==> config.mk <==
export PLATFORM = sky130hd
export DESIGN_NAME = serial_tx_flat
export DESIGN_NICKNAME = d
export VERILOG_FILES = /design/src/rtl/serial_tx_pkg.sv /design/src/rtl/serial_tx_if.sv /design/src/rtl/serial_tx_bit_timer.sv /design/src/rtl/serial_tx.sv /design/src/flat_wrapper.sv
export SDC_FILE = /design/constraint.sdc
export NUM_CORES = 1
export LEC_CHECK = 0
export CORE_UTILIZATION = 40
export DETAILED_ROUTE_END_ITERATION = 8
export GPL_TIMING_DRIVEN = 1
export RECOVER_POWER = 50
export SLEW_MARGIN = 5
export SYNTH_ARGS = -nofsm -noshare
export SYNTH_HDL_FRONTEND = slang
export SYNTH_HIERARCHICAL = 1
export SYNTH_SLANG_ARGS = --single-unit
==> constraint.sdc <==
create_clock -name clk -period 4.5 [get_ports clk]
set_input_delay 1.125 -clock clk [delete_from_list [all_inputs] [get_ports clk]]
set_output_delay 1.125 -clock clk [all_outputs]
set_load 0.03 [all_outputs]
==> src/rtl/serial_tx_pkg.sv <==
// Shared definitions for the serial link: FSM state encoding and frame geometry.
// Used by both the transmitter and the receiver.
package serial_pkg;

  typedef enum logic [1:0] {
    IDLE  = 2'd0,
    START = 2'd1,
    DATA  = 2'd2,
    STOP  = 2'd3
  } state_t;

  localparam int FRAME_BITS = 10;
  localparam int DATA_BITS  = 8;

  // Bit-counter value reached while the last data bit is on the line
  localparam logic [2:0] LAST_DATA_IDX = 3'(DATA_BITS - 1);

endpackage

==> src/rtl/serial_tx_if.sv <==
// Byte handshake and serial-line bundle between a byte producer and the transmitter.
interface serial_tx_if;
  logic [7:0] din;
  logic       valid;
  logic       ready;
  logic       sout;
  logic       busy;

  modport master (output din, output valid, input ready, input sout, input busy);
  modport slave  (input din, input valid, output ready, output sout, output busy);
endinterface

==> src/rtl/serial_tx_bit_timer.sv <==
// Bit-period timer: counts 0..DIV-1 while enabled and pulses tick on the terminal count.
module bit_timer #(
  parameter int DIV = 4
) (
  input  logic clk,
  input  logic rst,
  input  logic clr,
  input  logic en,
  output logic tick
);

  localparam logic [7:0] TERM = 8'(DIV - 1);

  logic [7:0] cnt;

  // Cycle counter; clear wins over counting so a new bit always starts at 0
  always_ff @(posedge clk) begin
    if (rst) begin
      cnt <= 8'd0;
    end else if (clr) begin
      cnt <= 8'd0;
    end else if (en) begin
      if (cnt == TERM) begin
        cnt <= 8'd0;
      end else begin
        cnt <= cnt + 8'd1;
      end
    end else begin
      cnt <= cnt;
    end
  end

  // With DIV=1 TERM is 0, so tick is high on every enabled cycle
  always_comb begin
    tick = en && (cnt == TERM);
  end

endmodule

==> src/rtl/serial_tx.sv <==
// Parallel-to-serial transmitter: frames a byte with start/stop bits and sends it LSB-first,
// each bit held for DIV clock cycles.
module serial_tx
  import serial_pkg::*;
#(
  parameter int DIV = 4
) (
  input  logic        clk,
  input  logic        rst,
  serial_tx_if.slave  bus
);

  state_t     state;
  state_t     state_next;
  logic [7:0] shreg;
  logic [2:0] bit_cnt;
  logic       accept;
  logic       tick;

  // Handshake decode: ready is purely a function of the registered state
  always_comb begin
    accept = bus.valid && (state == IDLE);
  end

  bit_timer #(.DIV(DIV)) u_bit_timer (
    .clk  (clk),
    .rst  (rst),
    .clr  (accept),
    .en   (state != IDLE),
    .tick (tick)
  );

  // State register
  always_ff @(posedge clk) begin
    if (rst) begin
      state <= IDLE;
    end else begin
      state <= state_next;
    end
  end

  // Next-state logic; STOP always returns to IDLE so frames never chain directly
  always_comb begin
    state_next = state;
    case (state)
      IDLE: begin
        if (accept) begin
          state_next = START;
        end else begin
          state_next = IDLE;
        end
      end
      START: begin
        if (tick) begin
          state_next = DATA;
        end else begin
          state_next = START;
        end
      end
      DATA: begin
        if (tick && (bit_cnt == LAST_DATA_IDX)) begin
          state_next = STOP;
        end else begin
          state_next = DATA;
        end
      end
      STOP: begin
        if (tick) begin
          state_next = IDLE;
        end else begin
          state_next = STOP;
        end
      end
      default: state_next = IDLE;
    endcase
  end

  // Shift register and bit counter; the counter saturates at the last data bit
  always_ff @(posedge clk) begin
    if (rst) begin
      shreg   <= 8'd0;
      bit_cnt <= 3'd0;
    end else if (accept) begin
      shreg   <= bus.din;
      bit_cnt <= 3'd0;
    end else if ((state == DATA) && tick) begin
      shreg <= {1'b0, shreg[7:1]};
      if (bit_cnt != LAST_DATA_IDX) begin
        bit_cnt <= bit_cnt + 3'd1;
      end else begin
        bit_cnt <= bit_cnt;
      end
    end else begin
      shreg   <= shreg;
      bit_cnt <= bit_cnt;
    end
  end

  // Output decode from registered state and shift register only
  always_comb begin
    bus.sout  = 1'b1;
    bus.ready = 1'b0;
    bus.busy  = 1'b1;
    case (state)
      IDLE: begin
        bus.sout  = 1'b1;
        bus.ready = 1'b1;
        bus.busy  = 1'b0;
      end
      START:   bus.sout = 1'b0;
      DATA:    bus.sout = shreg[0];
      STOP:    bus.sout = 1'b1;
      default: bus.sout = 1'b1;
    endcase
  end

endmodule

==> src/flat_wrapper.sv <==
// flat-port wrapper written by rule: the top's interface ports become plain ports
module serial_tx_flat import serial_pkg::*;
#(
  parameter int DIV = 4
)
  (clk, rst, bus_din, bus_valid, bus_ready, bus_sout, bus_busy);
  serial_tx_if bus_i ();
  input  logic clk;
  input  logic rst;
  input wire logic [$bits(bus_i.din)-1:0] bus_din;
  input wire logic [$bits(bus_i.valid)-1:0] bus_valid;
  output wire logic [$bits(bus_i.ready)-1:0] bus_ready;
  output wire logic [$bits(bus_i.sout)-1:0] bus_sout;
  output wire logic [$bits(bus_i.busy)-1:0] bus_busy;
  assign bus_i.din = bus_din;
  assign bus_i.valid = bus_valid;
  assign bus_ready = bus_i.ready;
  assign bus_sout = bus_i.sout;
  assign bus_busy = bus_i.busy;
  serial_tx #(.DIV(DIV)) u_core (.clk(clk), .rst(rst), .bus(bus_i));
endmodule
# == After elaboration in Yosys (flattened, before gate mapping) ==
# Index checks and enable logic that the tools add are counted.
# totals
reg_bits,21
input_bits,11
output_inout_bits,3
elab_cells,33
# classes
add_sub_neg,2
n_eq_ne,6
muxes,11
n_reduce_logical,10
# ops
cell,n
2-to-1 mux 8 bit,3
"adder 8 x 1 -> 8 bit, second input constant",1
"equality test 8 x 2 -> 1 bit, second input constant",1
case mux 2 bit (4 select lines),1
"equality test 2 bit, second input constant",2
logical AND 1 bit,4
2-to-1 mux 1 bit,4
2-to-1 mux 2 bit,2
nonzero test 2 bit,2
OR reduction 2 bit,2
"adder 3 x 1 -> 3 bit, second input constant",1
"equality test 3 bit, second input constant",1
"!= test 3 bit, second input constant",1
case mux 1 bit (3 select lines),1
"equality test 2 x 1 -> 1 bit, second input constant",1
zero test 2 bit,1
AND reduction 2 bit,1

# == Longest topological paths before layout ==
# logic_depth
depth_word,5
mapped_depth,10
mapped_depth_nobuf,8

# == Modules after synthesis ==
# The synthesis kept the hierarchy.
# modules_own_cells
module,instances,cells_each,area_each_um2,seq_area_each_um2
serial_tx,1,80,721.9,260.2
bit_timer,1,41,382.9,160.2

# == Worst setup path after synthesis ==
# OpenSTA, ideal clock, no wires.
# synth_path
kind,reg2reg
from,reg u_core.state[0]
to,reg u_core.shreg[2]
setup_ns,0.091
arrival_ns,2.398
t_required_ns,4.409
slack_ns,2.011
path_stages_with_launch,11
path_buffers,2
synth_period_minus_slack_ns,2.489
path_cell_list,dfxtp_1 inv_1 ha_1 inv_1 clkbuf_1 nand2_1 nor4_1 buf_6 a22o_2 nor2_1 a311oi_1
# synth_between
elab_chain_cells,4
word_cells_on_any_way,8
classes_between,1 x eq/ne; 1 x mux; 6 x reduce/logical
# synth_rtl
element,line_no,text
start: declaration,serial_tx.sv:13,state_t state;
start signal: assignment,serial_tx.sv:38,state <= state_next;
nonzero test 2 bit,serial_tx.sv:29,".en (state != IDLE),"
logical AND 1 bit,serial_tx_bit_timer.sv:35,tick = en && (cnt == TERM);
named net u_core.tick,serial_tx.sv:18,logic tick;
logical AND 1 bit,serial_tx.sv:86,end else if ((state == DATA) && tick) begin
nonzero test 2 bit (no source line),-,
end signal: assignment,serial_tx.sv:84,shreg <= bus.din;
end signal: assignment,serial_tx.sv:87,"shreg <= {1'b0, shreg[7:1]};"
end signal: assignment,serial_tx.sv:94,shreg <= shreg;
end: declaration,serial_tx.sv:15,logic [7:0] shreg;
# The timed path passes the listed nets, and every way through them passes these cells.
# A chain may end at the register's enable or synchronous reset.

# == Final worst setup path ==
# layout_path
from,reg u_core.state[0]
to,out bus_sout
# layout_between
elab_chain_cells,3
word_cells_on_any_way,6
classes_between,3 x eq/ne; 1 x mux; 2 x reduce/logical
# layout_rtl
element,line_no,text
equality test 2 bit / zero test 2 bit (equally long branches),serial_tx.sv:104,case (state)
OR reduction 2 bit (no source line),-,
case mux 1 bit (3 select lines) (*),serial_tx.sv:104,
end: declaration,flat_wrapper.sv:13,output wire logic [$bits(bus_i.sout)-1:0] bus_sout;
# Every way passes the cells marked *; elsewhere a longest branch is shown, timed or not.

==> impl_metrics.env <==
export IMPL_run_status="completed"
export IMPL_post_synth_fa_ha_maj_area_fraction_pct=10.2
export IMPL_cap_violations=0
export IMPL_post_synth_inst_count=121
export IMPL_critPathSlowestCell="sky130_fd_sc_hd__clkdlybuf4s50_1"
export IMPL_synth_top_cells_by_area="sky130_fd_sc_hd__dfxtp_1, sky130_fd_sc_hd__ha_1, sky130_fd_sc_hd__a211oi_2, sky130_fd_sc_hd__a21oi_1, sky130_fd_sc_hd__nor2_1"
export IMPL_first_global_vias=758
export IMPL_htree_num_levels=1
export IMPL_die_width_um=54.6
export IMPL_antenna_cells=0
export IMPL_critical_path_startpoint_type="flip-flop"
export IMPL_hold_buffers=0
export IMPL_detail_route_vias_per_cell=5.42
export IMPL_yosysWarningCount=6
export IMPL_initial_core_util_pct=43.4
export IMPL_final_net_count=154
export IMPL_r2r_worst_path_cells=9
export IMPL_combinational_family_with_the_most_area_after_synthesis="compound AO/OA/AOI/OAI gates"
export IMPL_die_area_um2=2980
export IMPL_antenna_found_initial=0
export IMPL_synth_xor_area_share_pct=3.96
export IMPL_synthMuxAreaShare_pct=2.72
export IMPL_maxSlewHeadroom_pct=34.3
export IMPL_setup_worst_path_class="flip-flop to output pin"
export IMPL_placement_cell_area_um2=1240
export IMPL_number_of_sinks_on_the_clock_net=21
export IMPL_io_buffer_count=13
export IMPL_achievable_frequency_ghz=0.319
export IMPL_routed_via_count=883
export IMPL_postLayoutCoreUtil_pct=48.6
export IMPL_clock_path_buffers=2
export IMPL_clk_pin_slew_worst_paths_ns=0.11
export IMPL_synth_edff_count=0
export IMPL_core_area_um2=2540
export IMPL_required_time_at_the_endpoint_of_the_critical_path_ns=3.38
export IMPL_power_ir_vdd_worst_uv=203
export IMPL_syn_cell_area_um2=1100
export IMPL_cts_post_setup_buffers_inserted=0
export IMPL_r2r_slack_ns=2.07
export IMPL_die_height_um=54.6
export IMPL_regToRegStartpoint="u_core/state[0]"
export IMPL_finalSetupTns_ns=0
export IMPL_syn_avg_cell_area_um2=9.13
export IMPL_yosys_register_bits=21
export IMPL_firstDrtPassIters=4
export IMPL_finalNonFillerCells=163
export IMPL_gp_congestion=0.729
export IMPL_grt_max_degree=17
export IMPL_cp_startpoint="u_core/state[0]"
export IMPL_synthSimpleGateAreaFrac_pct=20.0
export IMPL_synth_compound_area_share_pct=20.2
export IMPL_remaining_drc_errors=0
export IMPL_fin_area_um2=1240
export IMPL_cts_root_buf="sky130_fd_sc_hd__clkbuf_4"
export IMPL_crit_path_cell_trace="inv_1 -> ha_1 -> nand2_1 -> a21oi_1 -> clkdlybuf4s50_1"
export IMPL_postSynth_asyncResetShare_pct=0
export IMPL_post_detailed_route_wirelength_per_cell_um=12.7
export IMPL_placed_cells=159
export IMPL_crit_reg2reg_capture="u_core/shreg[5]"
export IMPL_synthesis_nets=141
export IMPL_route_antenna_remaining_nets=0
export IMPL_crit_path_end_kind="output pin"
export IMPL_tot_gr_track_use_pct=16.2
export IMPL_timing_final_crit_share_pct=69.6
export IMPL_final_layout_size_suffix_gt1_share_pct=7.52
export IMPL_hold_path_class="flip-flop to flip-flop"
export IMPL_fin_crit_ns=3.13
export IMPL_netlist_area_leader_share_pct=38.1
export IMPL_number_of_distinct_library_cells_after_synthesis=32
export IMPL_timing_critical_path_arrival_ns=2.01
export IMPL_postCtsResizedCells=0
export IMPL_yosys_most_used_dff="sky130_fd_sc_hd__dfxtp_1"
export IMPL_layout_area_overhead_vs_synth_pct=12.0
export IMPL_finalClockSkew_ns=0.00732
export IMPL_critical_path_peak_fanout=8
export IMPL_worst_path_largest_cell_delay_ns=0.68
export IMPL_global_route_overflow_total=0
export IMPL_finalMaxSlewViolations=0
export IMPL_totalWireLength_um=2070
export IMPL_timing_worst_slew_pin_value_ns=0.973
export IMPL_num_io_pins=14
export IMPL_worstSetupEndpoint="bus_sout"
export IMPL_numCtsBuffers=3
export IMPL_p_leak_uw=0.000475
export IMPL_sequential_area_share_after_synthesis_pct=38.1
export IMPL_floorplan_rows=18
export IMPL_clock_tree_from_tritoncts="built"
export IMPL_timing_hold_violations_final=0
export IMPL_finalSetupViolations=0
export IMPL_rsz_0062_raised_after_global_routing="no"
export IMPL_power_density_nw_per_um2=290
export IMPL_dpl_hpwl_um=1520
export IMPL_clkLatencyLatePin_ns=0.31
export IMPL_first_iter_violations=15
export IMPL_grt_pass1_wl_um=3260
export IMPL_netlist_top_cell_by_area="sky130_fd_sc_hd__dfxtp_1"
==> cell families (layout without fill, tap and decap cells) <==
family                   after synthesis  after routing
AND/OR/NAND/NOR                       46             46
AO/OA/AOI/OAI                         27             27
flip-flops                            21             21
buffers and inverters                 10             22
adder cells (fa/ha/maj)                9              9
XOR/XNOR                               5              5
multiplexers                           3              3
==> cells in the mapped netlist, types with 2 or more instances <==
cell type / count
sky130_fd_sc_hd__a211oi_2: 5
sky130_fd_sc_hd__a311oi_1: 2
sky130_fd_sc_hd__nor2_1: 13
sky130_fd_sc_hd__mux2i_1: 3
sky130_fd_sc_hd__nand3_1: 4
sky130_fd_sc_hd__a21oi_1: 10
sky130_fd_sc_hd__clkbuf_1: 2
sky130_fd_sc_hd__nand4_1: 4
sky130_fd_sc_hd__o21ai_0: 4
sky130_fd_sc_hd__dfxtp_1: 21
sky130_fd_sc_hd__nor3_1: 6
sky130_fd_sc_hd__or3_1: 3
sky130_fd_sc_hd__buf_6: 2
sky130_fd_sc_hd__nand2_1: 11
sky130_fd_sc_hd__inv_1: 3
sky130_fd_sc_hd__ha_1: 9
sky130_fd_sc_hd__xor2_1: 4
==> cell type report <==
cell class	count	area, um2
sequential	21	420
fill	264	1310
timing repair buffer	14	134
multi-input combinational	90	604
inverter	4	15.0
clock buffer	4	26.3
tap	30	37.5
==> metal layers <==
layer  vias up  track usage, %  wire, um
met1       410            20.0      1090
li1        459               -         -
met4         0            6.41        31
met2         9            25.4       886
met5         -               0         0
met3         5            5.83        63
==> sequential cells by signal, indices dropped and copies added (netlist names) <==
register and count:
u_core/u_bit_timer/cnt 8, u_core/bit_cnt 3, u_core/state 2, u_core/shreg 8
==> report_power, final <==
group | switching (uW) | internal (uW) | leakage [uW]
Sequential | 5.76 | 194 | 0.000171
Combinational | 39.2 | 29.6 | 0.000289
Clock | 55.4 | 34.6 | 0.0000150
==> layout by cell type (no fill, tap or decap), types with 3 or more instances in the layout <==
| cell | n |
|---|---|
| sky130_fd_sc_hd__nor2_1 | 13 |
| sky130_fd_sc_hd__a21oi_1 | 10 |
| sky130_fd_sc_hd__xor2_1 | 4 |
| sky130_fd_sc_hd__clkdlybuf4s50_1 | 12 |
| sky130_fd_sc_hd__dfxtp_1 | 21 |
| sky130_fd_sc_hd__nand2_1 | 12 |
| sky130_fd_sc_hd__or3_1 | 3 |
| sky130_fd_sc_hd__inv_1 | 4 |
| sky130_fd_sc_hd__nand3_1 | 4 |
| sky130_fd_sc_hd__o21ai_0 | 4 |
| sky130_fd_sc_hd__ha_1 | 9 |
| sky130_fd_sc_hd__nor3_1 | 6 |
| sky130_fd_sc_hd__clkbuf_4 | 3 |
| sky130_fd_sc_hd__nand4_1 | 4 |
| sky130_fd_sc_hd__a211oi_2 | 5 |
| sky130_fd_sc_hd__mux2i_1 | 3 |
==> worst min path at each step <==
| stage | end | cells past startpoint | start | slack (ns) |
|---|---|---|---|---|
| 2_1_floorplan | u_core/shreg[2] | 2 | u_core/shreg[3] | 0.45 |
| 3_3_place_gp | u_core/shreg[2] | 2 | u_core/shreg[3] | 0.47 |
| 3_5_place_dp | u_core/shreg[3] | 2 | u_core/shreg[3] | 0.47 |
| 4_1_cts | u_core/shreg[2] | 2 | u_core/shreg[3] | 0.48 |
| 5_1_grt | u_core/shreg[2] | 2 | u_core/shreg[2] | 0.53 |
| 6_report | u_core/shreg[2] | 2 | u_core/shreg[3] | 0.48 |
==> worst max-delay path: cells and delay by family (launching register included) <==
family | cells | cell delay (ns)
buf+inv | 2 | 0.79
flops | 1 | 0.36
fa+ha+maj | 1 | 0.32
compound gates | 1 | 0.15
simple gates | 1 | 0.09
==> metrics by stage <==
stage               total power [uW]  hold WS (ns)  worst slack, ns
detailed placement               276         0.471             1.70
global placement                 274         0.468             1.76
finish                           359         0.478             1.37
CTS                              369         0.484             1.34
global route                     379         0.529             1.25
floorplan                        252         0.450             2.01
(Power assumes the default switching activity.)
==> RTL change 1 (same flow settings) <==
Reset style: asynchronous (`rst`), changed in 3 clocked blocks.
--- a/src/rtl/serial_tx_bit_timer.sv
+++ b/src/rtl/serial_tx_bit_timer.sv
@@ -16,3 +16,3 @@
   // Cycle counter; clear wins over counting so a new bit always starts at 0
-  always_ff @(posedge clk) begin
+  always_ff @(posedge clk or posedge rst) begin
     if (rst) begin
--- a/src/rtl/serial_tx.sv
+++ b/src/rtl/serial_tx.sv
@@ -33,3 +33,3 @@
   // State register
-  always_ff @(posedge clk) begin
+  always_ff @(posedge clk or posedge rst) begin
     if (rst) begin
@@ -78,3 +78,3 @@
   // Shift register and bit counter; the counter saturates at the last data bit
-  always_ff @(posedge clk) begin
+  always_ff @(posedge clk or posedge rst) begin
     if (rst) begin
Formal check against the unedited RTL: differs if rst is asserted again (counterexample within 4 cycles, from zero or initial values and one cycle with rst high); with rst held inactive, the same outputs for 10 cycles.
==> RTL change 1 against the unedited design <==
  * Synthesized area up 4.9%
  * Worst setup slack lost 0.033 ns
  * First-iteration DRC count is 20% lower
  * Final cell count shrank 1.8%
  * Routed wire length decreased by 4.3%
  * Worst hold slack improved by 0.066 ns
  * Synthesized cell count shrank 5.0%
  * Cell area increased by 8.2%
  * Die area rose by 4.7%
  * Sequential cell count unchanged
  * Critical path type unchanged
Power is not compared: it rests on default switching activity, and its combinational part moved more than twofold at a synthesized area within 25%.
==> RTL change 1: results (changes against the unedited design) <==
stage	metric	value	unit	change
critical_path	critPathMaxFanout	5		-3
min_path	min_to	u_core/shreg[7]		
clock_tree	clk_latency	0.30	ns	
yosys	synth_common_cells	21 x dfrtp_1, 15 x nand2_1, 11 x o21ai_0		
critical_path	arrival	2.04	ns	+0.03 ns
detailed_routing	drc	0		unchanged
min_path	hold_start	u_core/shreg[7]		
detailed_routing	first_iter_violations	12		-3
placement	dp_hpwl	1530	um	+1.1%
critical_path	rr_startpoint	u_core/state[0]		
pwr	p_leak	0.677	nW	
yosys	async_flop_share	1.00		+1.00
yosys	syn_nets	136		-3.5%
detailed_routing	drt-total-wl	1980	um	-4.3%
placement	dp_slack	1.67	ns	-0.0263 ns
global_route	grt_pass1_wl	3550	um	+8.7%
yosys	post_synth_num_cell_types	31		-3.1%
finish	fill_cells	268		+1.5%
timing	tightest_slew	0.487	ns	-0.486 ns
global_route	grt_use_met3	0.0279		-0.0304
yosys	synth_seq_area_share	0.454		+0.0730
outcome	status	complete, no violations		
critical_path	reg2reg_depth	7		-2
finish	nets	151		-1.9%
detailed_routing	wl_met1	936	um	-14%
timing	fin_crit	3.17	ns	+0.0326 ns
critical_path	rrSetupSlack	2.49	ns	+0.42 ns
detailed_routing	dr_wl_met3	54	um	-14%
global_route	grt.total_usage	0.144		-0.0176
global_route	grt_pass1_vias	871		+15%
critical_path	r2r-end	u_core/shreg[4]		
detailed_routing	drtPass1Iterations	3		-1
yosys	ys.flop_type	dfrtp_1		
detailed_routing	vias	839		-5.0%
global_route	grt_max_degree	30		+13
finish	drive_above_1_share	0.0543		-0.0209
global_route	grt_use_met2	0.244		-0.00966
placement	gp_congestion	0.796		+9.3%
yosys	yosys-top-cells-area	dfrtp_1 45%, ha_1 11%, mux2i_1 7.8%, nand2_1 4.9%, o21ai_0 4.8%		
timing	finalClockSkew	0.00751	ns	+0.000186 ns
global_route	grt_use_met1	0.182		-0.0176
placement	place_area	1310	sq um	+5.7%
detailed_routing	wl_met2	968	um	+9.3%
## RTL change 1: report_power, final
part,switching [mW],internal (mW)
sequential,0.0342,0.232
clock,0.0550,0.0345
combinational,0.114,0.0882
total,0.204,0.355
## RTL change 1: cells by family (layout without fill, tap and decap cells)
group,after synthesis,after routing,share of synthesized area
flops,21,21,0.454
buf+inv,9,23,0.0356
fa+ha+maj,10,10,0.108
simple gates,38,38,0.160
xor+xnor,5,5,0.0378
compound gates,22,22,0.118
mux,10,10,0.0875
## RTL change 1: how the worst max path moves through the flow
stage               startpoint        to  slack, ns  cells after the start
5_1_grt        u_core/state[0]  bus_sout       1.20                      5
3_5_place_dp   u_core/state[0]  bus_sout       1.67                      5
3_3_place_gp   u_core/state[0]  bus_sout       1.76                      5
4_1_cts        u_core/state[0]  bus_sout       1.31                      5
6_report       u_core/state[0]  bus_sout       1.33                      5
2_1_floorplan  u_core/state[0]  bus_sout       2.08                      4
## RTL change 1: worst min-delay path, cell delays in order (launching register included)
cell     delay, ns
dfrtp_1       0.39
nand2_1       0.06
o21ai_0       0.06
## RTL change 1: cell type report
type | instances | area [sq um] | area share
clock buffer | 4 | 26.3 | 0.0196
inverter | 5 | 18.8 | 0.0140
multi-input combinational | 85 | 592 | 0.442
sequential | 21 | 526 | 0.393
tap | 31 | 38.8 | 0.0290
timing repair buffer | 14 | 138 | 0.103
## RTL change 1: per-stage QoR
| step | instances | utilization | hold slack [ns] |
|---|---|---|---|
| after floorplan | 115 | - | 0.493 |
| after global placement | 156 | 0.476 | 0.510 |
| after detailed placement | 156 | 0.476 | 0.528 |
| after CTS | 160 | 0.485 | 0.544 |
| after global routing | 160 | 0.485 | 0.594 |
| final | 160 | 0.485 | 0.543 |
==> RTL change 2 (config.mk and constraints unchanged) <==
Without the edit above. The 4 states of `state_t` get a one-hot encoding in 4 bits.
--- a/src/rtl/serial_tx_pkg.sv
+++ b/src/rtl/serial_tx_pkg.sv
@@ -4,7 +4,7 @@
 
-  typedef enum logic [1:0] {
-    IDLE  = 2'd0,
-    START = 2'd1,
-    DATA  = 2'd2,
-    STOP  = 2'd3
+  typedef enum logic [3:0] {
+    IDLE  = 4'b0001,
+    START = 4'b0010,
+    DATA  = 4'b0100,
+    STOP  = 4'b1000
   } state_t;
Behaviour: no difference found for any inputs over 10 cycles, from zero or initial values and one cycle with rst high; not proved beyond that.
==> RTL change 2 against the unedited design <==
  * The flow now finishes with violations (DRC)
  * Cell area is 6.3% higher
  * Largest cell class unchanged
  * Synthesized area is 8.6% higher
  * Final cell count is 4.9% higher
  * Register-to-register slack worse by 0.55 ns
  * Combinational power is 3.1% lower
  * Sequential power is 11% higher
  * Sequential cell count is 2 higher
  * Power is 6.5% higher
  * Non-clock buffer count stayed put
  * Worst setup slack worse by 0.43 ns
  * Critical path depth is 2 lower
  * Synthesized cell count is 6.6% higher
  * Core utilization is 1.7 points lower
  * Routed wire length is 14% higher
==> RTL change 2: results (changes against the unedited design) <==
stage	metric	value	unit	change
clock_tree	clk_latency	0.30	ns	
yosys	syn_nets	143		+1.4%
detailed_routing	drtPass1Iterations	6		+2
min_path	min_to	u_core/shreg[7]		
timing	holdWs	0.492	ns	+0.0146 ns
yosys	postSynthCellCount	129		+6.6%
critical_path	cp-startpoint	u_core/state[0]		
yosys	synthXorXnorAreaFrac	0.0365		-0.00314
finish	largest_registers	u_core/shreg (8), u_core/u_bit_timer/cnt (8), u_core/state (4)		
yosys	synth_seq_area_share	0.384		+0.00321
pwr	ir_drop	0.106	mV	-48%
placement	place_area	1330	sq um	+6.9%
min_path	hold_start	u_core/shreg[7]		
critical_path	critPathMaxFanout	10		+2
critical_path	cp_slowest_cell	clkdlybuf4s50_1		
critical_path	r2r-end	u_core/shreg[3]		
yosys	synth-adder-area-share	0.0313		-0.0706
yosys	synth_common_cells	23 x dfxtp_1, 16 x nand2_1, 14 x nor2_1		
yosys	muxShareOfSynthArea	0.0250		-0.00215
yosys	post_synth_num_cell_types	36		+13%
finish	nets	155		+0.65%
timing	finalClockSkew	0.00157	ns	-0.00575 ns
placement	dp_slack	1.61	ns	-0.0877 ns
timing	slew-limit-headroom	0.232		-0.111
critical_path	rrSetupSlack	1.52	ns	-0.55 ns
finish	drive_above_1_share	0.100		+0.0248
yosys	synth_compound_area_frac	0.188		-0.0139
clock_tree	clk_path_buf_depth	2		unchanged
placement	place_inst	167		+5.0%
detailed_routing	vias	967		+9.5%
critical_path	cp-endpoint	bus_busy		
outcome	status	complete, but fails checks		
yosys	yosys-top-cells-area	dfxtp_1 38%, a311oi_2 7.5%, nand2_1 5.0%, nor2_1 4.4%, ha_1 3.1%		
detailed_routing	first_iter_violations	41		+26
placement	gp_congestion	0.738		+1.2%
pwr	p_leak	0.499	nW	+4.9%
global_route	grt_pass1_vias	893		+18%
finish	seqCellArea	460	sq um	+9.5%
critical_path	rr_startpoint	u_core/state[1]		
outcome	violations	DRC		
placement	io_buffers	13		unchanged
timing	fmax	0.281	GHz	-12%
detailed_routing	drc	2		+2
global_route	grt.total_usage	0.160		-0.00204
detailed_routing	via_per_inst	5.65		+4.4%
global_route	grt_max_degree	19		+2
placement	dp_hpwl	1630	um	+7.5%
critical_path	arrival	2.43	ns	+0.42 ns
global_route	grt_pass1_wl	4070	um	+25%
finish	fill_cells	283		+7.2%
detailed_routing	drt-total-wl	2360	um	+14%
finish	diodes	0		unchanged
yosys	ys_warn_count	6		unchanged
## RTL change 2: cell types whose count changed in the layout (fill, tap and decap cells not counted), moves of 2 or more
cell      change
a311oi_2      +6
ha_1          -6
a211oi_2      -5
nand2_1       +4
a21oi_1       -3
inv_1         -3
nor4_1        +3
a22oi_1       -2
dfxtp_1       +2
nand2b_1      +2
o21ai_0       +2
## RTL change 2: final cells by class
cell class | count | area share
multi-input combinational | 97 | 0.493
sequential | 23 | 0.350
timing repair buffer | 14 | 0.102
tap | 31 | 0.0295
clock buffer | 4 | 0.0200
inverter | 2 | 0.00571
## RTL change 2: per-layer routing
layer | GRT usage | wire, um
met5 | 0 | 0
met4 | 0.0627 | 18
met3 | 0.0207 | 106
met2 | 0.241 | 1080
met1 | 0.230 | 1150
## RTL change 2: power breakdown
part           switching, mW  total [mW]  internal, mW
Clock                 0.0595      0.0940        0.0345
Combinational         0.0374      0.0667        0.0293
Sequential           0.00869       0.222         0.213
Total                  0.106       0.382         0.277
